`src/rtl/reg_query_responder.sv`:
```
// reg_query_responder
// Register-file side of the register-query protocol. Holds the value, busy flag
// and producer tag for every architectural register. Source lookups return a
// response one cycle later, and rename requests take ownership of a destination.
// Busy entries are retired by CDB writebacks and cleared in bulk by flush.
// Register 0 is hardwired to zero and is never busy.

module reg_query_responder #(
  parameter int XLEN      = 32,
  parameter int REG_COUNT = 32,
  parameter int TAG_WIDTH = 6,
  localparam int AW       = $clog2(REG_COUNT)
) (
  input  logic                 clk,
  input  logic                 reset_n,
  input  logic                 query_valid,
  input  logic [AW-1:0]        src1_addr,
  input  logic [AW-1:0]        src2_addr,
  input  logic [AW-1:0]        dst_addr,
  input  logic                 rename,
  input  logic [TAG_WIDTH-1:0] dst_tag,
  input  logic                 cdb_valid,
  input  logic [TAG_WIDTH-1:0] cdb_tag,
  input  logic [AW-1:0]        cdb_addr,
  input  logic [XLEN-1:0]      cdb_data,
  input  logic                 flush,
  output logic                 out_valid,
  output logic [XLEN-1:0]      src1_data,
  output logic [XLEN-1:0]      src2_data,
  output logic [TAG_WIDTH-1:0] src1_tag,
  output logic [TAG_WIDTH-1:0] src2_tag,
  output logic                 src1_ready,
  output logic                 src2_ready,
  output logic [1:0]           rename_status
);

  localparam logic [1:0] RS_NONE     = 2'b00;
  localparam logic [1:0] RS_RENAMED  = 2'b01;
  localparam logic [1:0] RS_REJECTED = 2'b10;

  // Architectural state
  logic [XLEN-1:0]      value_q [REG_COUNT];
  logic [XLEN-1:0]      value_d [REG_COUNT];
  logic [TAG_WIDTH-1:0] tag_q   [REG_COUNT];
  logic [TAG_WIDTH-1:0] tag_d   [REG_COUNT];
  logic [REG_COUNT-1:0] busy_q;
  logic [REG_COUNT-1:0] busy_d;

  // Registered response
  logic                 out_valid_q,     out_valid_d;
  logic [XLEN-1:0]      src1_data_q,     src1_data_d;
  logic [XLEN-1:0]      src2_data_q,     src2_data_d;
  logic [TAG_WIDTH-1:0] src1_tag_q,      src1_tag_d;
  logic [TAG_WIDTH-1:0] src2_tag_q,      src2_tag_d;
  logic                 src1_ready_q,    src1_ready_d;
  logic                 src2_ready_q,    src2_ready_d;
  logic [1:0]           rename_status_q, rename_status_d;

  // Per-source lookup results (index 0 = src1, 1 = src2)
  logic [AW-1:0]        lk_addr  [2];
  logic                 lk_ready [2];
  logic [XLEN-1:0]      lk_data  [2];
  logic [TAG_WIDTH-1:0] lk_tag   [2];

  logic resp_valid;
  logic rename_req;
  logic rename_ok;
  logic cdb_hit;

  assign resp_valid = query_valid & ~flush;
  assign rename_req = query_valid & rename;
  assign rename_ok  = rename_req & (dst_addr != '0) & ~flush;
  // A CDB result retires its register only if that register is still owned by
  // the broadcasting tag; stale tags and x0 fall out because x0 is never busy.
  assign cdb_hit    = cdb_valid & (cdb_addr != '0) & busy_q[cdb_addr] &
                      (tag_q[cdb_addr] == cdb_tag);

  // Source lookup against pre-rename state, with same-cycle CDB bypass
  always_comb begin
    lk_addr[0] = src1_addr;
    lk_addr[1] = src2_addr;
    for (int s = 0; s < 2; s++) begin
      lk_ready[s] = 1'b0;
      lk_data[s]  = '0;
      lk_tag[s]   = '0;
      if (!busy_q[lk_addr[s]]) begin
        lk_ready[s] = 1'b1;
        lk_data[s]  = value_q[lk_addr[s]];
      end else if (cdb_valid && (cdb_addr == lk_addr[s]) &&
                   (cdb_tag == tag_q[lk_addr[s]])) begin
        lk_ready[s] = 1'b1;
        lk_data[s]  = cdb_data;
      end else begin
        lk_tag[s]   = tag_q[lk_addr[s]];
      end
    end
  end

  // Next response; outputs are zeroed whenever no response is produced
  always_comb begin
    out_valid_d  = resp_valid;
    src1_ready_d = 1'b0;
    src1_data_d  = '0;
    src1_tag_d   = '0;
    src2_ready_d = 1'b0;
    src2_data_d  = '0;
    src2_tag_d   = '0;
    if (resp_valid) begin
      src1_ready_d = lk_ready[0];
      src1_data_d  = lk_data[0];
      src1_tag_d   = lk_tag[0];
      src2_ready_d = lk_ready[1];
      src2_data_d  = lk_data[1];
      src2_tag_d   = lk_tag[1];
    end
    if (!rename_req) begin
      rename_status_d = RS_NONE;
    end else if (rename_ok) begin
      rename_status_d = RS_RENAMED;
    end else begin
      rename_status_d = RS_REJECTED;
    end
  end

  // Next register-file state: CDB retire, then rename (wins on busy/tag), then flush
  always_comb begin
    value_d = value_q;
    tag_d   = tag_q;
    busy_d  = busy_q;
    if (cdb_hit) begin
      value_d[cdb_addr] = cdb_data;
      busy_d[cdb_addr]  = 1'b0;
    end
    if (rename_ok) begin
      busy_d[dst_addr] = 1'b1;
      tag_d[dst_addr]  = dst_tag;
    end
    if (flush) begin
      busy_d = '0;
    end
  end

  // Register-file state flops
  always_ff @(posedge clk or negedge reset_n) begin
    if (!reset_n) begin
      for (int r = 0; r < REG_COUNT; r++) begin
        value_q[r] <= '0;
        tag_q[r]   <= '0;
      end
      busy_q <= '0;
    end else begin
      value_q <= value_d;
      tag_q   <= tag_d;
      busy_q  <= busy_d;
    end
  end

  // Response flops
  always_ff @(posedge clk or negedge reset_n) begin
    if (!reset_n) begin
      out_valid_q     <= 1'b0;
      src1_ready_q    <= 1'b0;
      src1_data_q     <= '0;
      src1_tag_q      <= '0;
      src2_ready_q    <= 1'b0;
      src2_data_q     <= '0;
      src2_tag_q      <= '0;
      rename_status_q <= RS_NONE;
    end else begin
      out_valid_q     <= out_valid_d;
      src1_ready_q    <= src1_ready_d;
      src1_data_q     <= src1_data_d;
      src1_tag_q      <= src1_tag_d;
      src2_ready_q    <= src2_ready_d;
      src2_data_q     <= src2_data_d;
      src2_tag_q      <= src2_tag_d;
      rename_status_q <= rename_status_d;
    end
  end

  assign out_valid     = out_valid_q;
  assign src1_ready    = src1_ready_q;
  assign src1_data     = src1_data_q;
  assign src1_tag      = src1_tag_q;
  assign src2_ready    = src2_ready_q;
  assign src2_data     = src2_data_q;
  assign src2_tag      = src2_tag_q;
  assign rename_status = rename_status_q;

endmodule

```
`config.mk`:
```
export PLATFORM = sky130hd
export DESIGN_NAME = reg_query_responder
export DESIGN_NICKNAME = d
export VERILOG_FILES = /design/src/rtl/reg_query_responder.sv
export SDC_FILE = /design/constraint.sdc
export NUM_CORES = 2
export LEC_CHECK = 0
export CAP_MARGIN = 20
export CORE_ASPECT_RATIO = 0.75
export CORE_MARGIN = 2
export CORE_UTILIZATION = 35
export DETAILED_ROUTE_END_ITERATION = 6
export SLEW_MARGIN = 20
export SYNTH_ARGS = -nofsm -noshare
export SYNTH_HDL_FRONTEND = slang
export SYNTH_SLANG_ARGS = --single-unit
```
`constraint.sdc`:
```
create_clock -name clk -period 6.4 [get_ports clk]
set_input_delay 0.64 -clock clk [delete_from_list [all_inputs] [get_ports clk]]
set_output_delay 0.64 -clock clk [all_outputs]
set_load 0.02 [all_outputs]
```
==> flow_metrics.env <==
export IMPL_die_area_um2=211000
export IMPL_layout_drive_gt1_share_pct=46.0
export IMPL_fin_crit_sh_pct=79.3
export IMPL_gp_congestion=0.944
export IMPL_drt_total_wl_um=236000
export IMPL_clock_latency_ps=790
export IMPL_fin_tns_setup_ps=0
export IMPL_syn_area_per_cell_um2=15.9
export IMPL_r2r_cells=9
export IMPL_cts_buffer_depth=3
export IMPL_cpMostUsedCell="buf_4"
export IMPL_critical_path_slowest_cell="clkdlybuf4s50_1"
export IMPL_hp_class="reg -> reg"
export IMPL_maxSlewHeadroom_pct=16.9
export IMPL_status="finished clean"
export IMPL_nNetsFinal=4559
export IMPL_rows=144
export IMPL_synth_nets=4637
export IMPL_drc=0
export IMPL_syn_area_um2=72700
export IMPL_dpl_hpwl_um=138000
export IMPL_area_growth_pct=12.3
export IMPL_synthFlopType="dfrtp_1"
export IMPL_hold_viol_final=0
export IMPL_initial_core_util_pct=35.3
export IMPL_cts_tree="yes"
export IMPL_p_leak_nw=37.3
export IMPL_rsz0062_at_grt="false"
export IMPL_slowest_delay_ps=820
export IMPL_path_max_fanout=24
export IMPL_yosysTopAreaCell="dfrtp_1"
export IMPL_die_y_um=399
export IMPL_ant_nets=0
export IMPL_cts_setup_buffers=0
export IMPL_final_max_slew_viol_count=0
export IMPL_worstSetupStartpoint="cdb_addr[3]"
export IMPL_final_common_cell="dfrtp_1"
export IMPL_powerDensity_nw_per_um2=230
export IMPL_synthCells=4567
export IMPL_grt_max_degree=168
export IMPL_r2r_slack_ps=1660
export IMPL_cts_buffers=149
export IMPL_endpoint_kind="flip-flop"
export IMPL_antenna_found_initial=21
export IMPL_netlist_area_leader_share_pct=45.8
export IMPL_cp_data_required_time_ps=7050
export IMPL_worstSetupPathType="in -> reg"
export IMPL_dr_pass1_iters=5
export IMPL_clkTransAtPathRegs_ps=60
export IMPL_crit_chain="clkdlybuf4s50_1 -> buf_4 -> nor2b_1 -> and2_1 -> a22oi_1 -> o211a_1 -> or4_4 -> and4b_2 -> nand3_4 -> buf_4 -> mux2_2"
export IMPL_maxCapViolCount=0
export IMPL_vdd_ir_drop_max_uv=274
export IMPL_grt_overflow=0
export IMPL_post_cts_resized=0
export IMPL_avgViaCountPerCell=6.01
export IMPL_skew_ps=34.3
export IMPL_via_count=44400
export IMPL_fmax_mhz=197
export IMPL_synth_area_top_cells="dfrtp_1 46%, mux4_2 23%, mux2_2 11%, mux2_4 4.3%, mux2_1 4.2%"
export IMPL_grt_pass1_vias=45500
export IMPL_crit_path_start_kind="primary input"
export IMPL_rr_endpoint="value_q[67]"
export IMPL_ys_warn_count=0
export IMPL_htreeDepth=4
export IMPL_timing_rr_start="tag_q[152]"
export IMPL_cp_data_arrival_time_ps=5720
export IMPL_synth_yosys_seq_area_share_pct=45.8
export IMPL_clock_sinks=1329
export IMPL_endpoint="value_q[67]"
export IMPL_core_um2=206000
export IMPL_async_flop_share_pct=100
export IMPL_post_drt_wl_per_cell_um=31.9
export IMPL_drt_iter0_markers=4551
export IMPL_cts_root_buffer_cell="clkbuf_16"
export IMPL_finalPower_mw=18.8
export IMPL_num_io_pins=151
export IMPL_die_w_um=530
export IMPL_yosys_cell_types_count=73
export IMPL_grt_usage_pct=22.3
export IMPL_synth_edf_count=0
export IMPL_grt_pass1_wl_um=342000
export IMPL_setup_viol=0
export IMPL_worst_pin_slew_ps=1240
export IMPL_final_cell_mix="1329 x dfrtp_1, 732 x mux4_2, 699 x mux2_2"
export IMPL_ys_seq_elements=1329
export IMPL_port_buffers=150
export IMPL_period_minus_slack_ps=5070
## how the worst min path moves through the flow
stage	startpoint	to	slack (ps)	cells after the start
finish	value_q[1004]	value_q[1004]	390	0
global route	cdb_data[19]	src1_data[19]	400	2
CTS	cdb_data[18]	src2_data[18]	370	2
detailed placement	value_q[1010]	value_q[1010]	380	0
global placement	value_q[997]	value_q[997]	380	0
floorplan	reset_n	busy_q[0]	340	0
## synthesized netlist by cell type (all sizes together) (8+ instances only)
master   count
o21a         9
or4         12
a41o         8
a31o        15
nor4        14
o21ai       12
a22oi       22
mux4       732
o2bb2ai     64
a21oi       25
inv         28
nand3       18
nand4b      14
a31oi       11
nor2b       16
nand2b       9
dfrtp     1329
nand4       14
nor3b       17
o22ai       54
and3        10
clkbuf     304
and3b        9
nor2        36
buf        218
nor3        14
xor2        13
nand2       42
and4b        8
xnor2       11
mux2      1183
mux2i      229
## area by class of cell
class / instances / area, um^2
fillers: 18700 / 124000
multi-input cells: 2687 / 37000
flip-flops and latches: 1329 / 33300
clock buffers: 230 / 4550
well taps: 2774 / 3470
repair buffers: 293 / 2890
clock inverters: 37 / 347
inverters: 29 / 109
diodes: 7 / 17.5
## kinds of logic after synthesis
family / after synthesis / synth area share [%]
multiplexers: 2144 / 45.3
XOR/XNOR: 24 / 0.289
buffers and inverters: 551 / 3.54
AO/OA/AOI/OAI: 248 / 2.53
flip-flops: 1329 / 45.8
AND/OR/NAND/NOR: 271 / 2.63
## registers in the layout (all words and copies together), names as in the netlist
| register | count |
|---|---|
| busy_q | 32 |
| tag_q | 192 |
| out_valid | 1 |
| src2_data | 32 |
| src1_ready | 1 |
| src2_ready | 1 |
| src2_tag | 6 |
| value_q | 1024 |
| rename_status | 2 |
| src1_tag | 6 |
| src1_data | 32 |
## stage by stage
stage / hold WS [ps] / utilization [%] / cells / setup slack (ps) / cell area, um^2
3_5_place_dp: 383 / 37.3 / 7110 / 591 / 76800
3_3_place_gp: 376 / 37.3 / 7109 / 676 / 76800
4_1_cts: 365 / 39.7 / 7378 / 1420 / 81700
5_1_grt: 403 / 39.6 / 7382 / 1250 / 81600
2_1_floorplan: 344 / - / 4567 / 2480 / 72700
6_report: 391 / 39.6 / 7386 / 1330 / 81600
## power by group
part	total (mW)	internal (mW)	switching, mW
clock	8.69	5.01	3.68
sequential	8.61	8.50	0.105
combinational	1.46	0.509	0.947
total	18.8	14.0	4.73
## worst max-delay path: cells and delay by family
| family | cells | cell delay, ps |
|---|---|---|
| and+or+nand+nor | 5 | 2780 |
| muxes | 1 | 290 |
| AOI/OAI and AO/OA | 2 | 410 |
| buffers and inverters | 3 | 1560 |
## layer usage
| layer | part of all wire [%] | track usage [%] |
|---|---|---|
| met4 | 3.2 | 7.30 |
| met3 | 7.6 | 4.89 |
| met2 | 44 | 32.6 |
| met1 | 45 | 32.8 |
| met5 | 0.041 | 0 |
## timing repair
action                                 in CTS  in global routing
hold buffers                                1                  0
setup endpoints to repair                   0                  0
endpoints found under the hold margin     117                  0
Note: power is estimated with default switching activity, not from simulation.
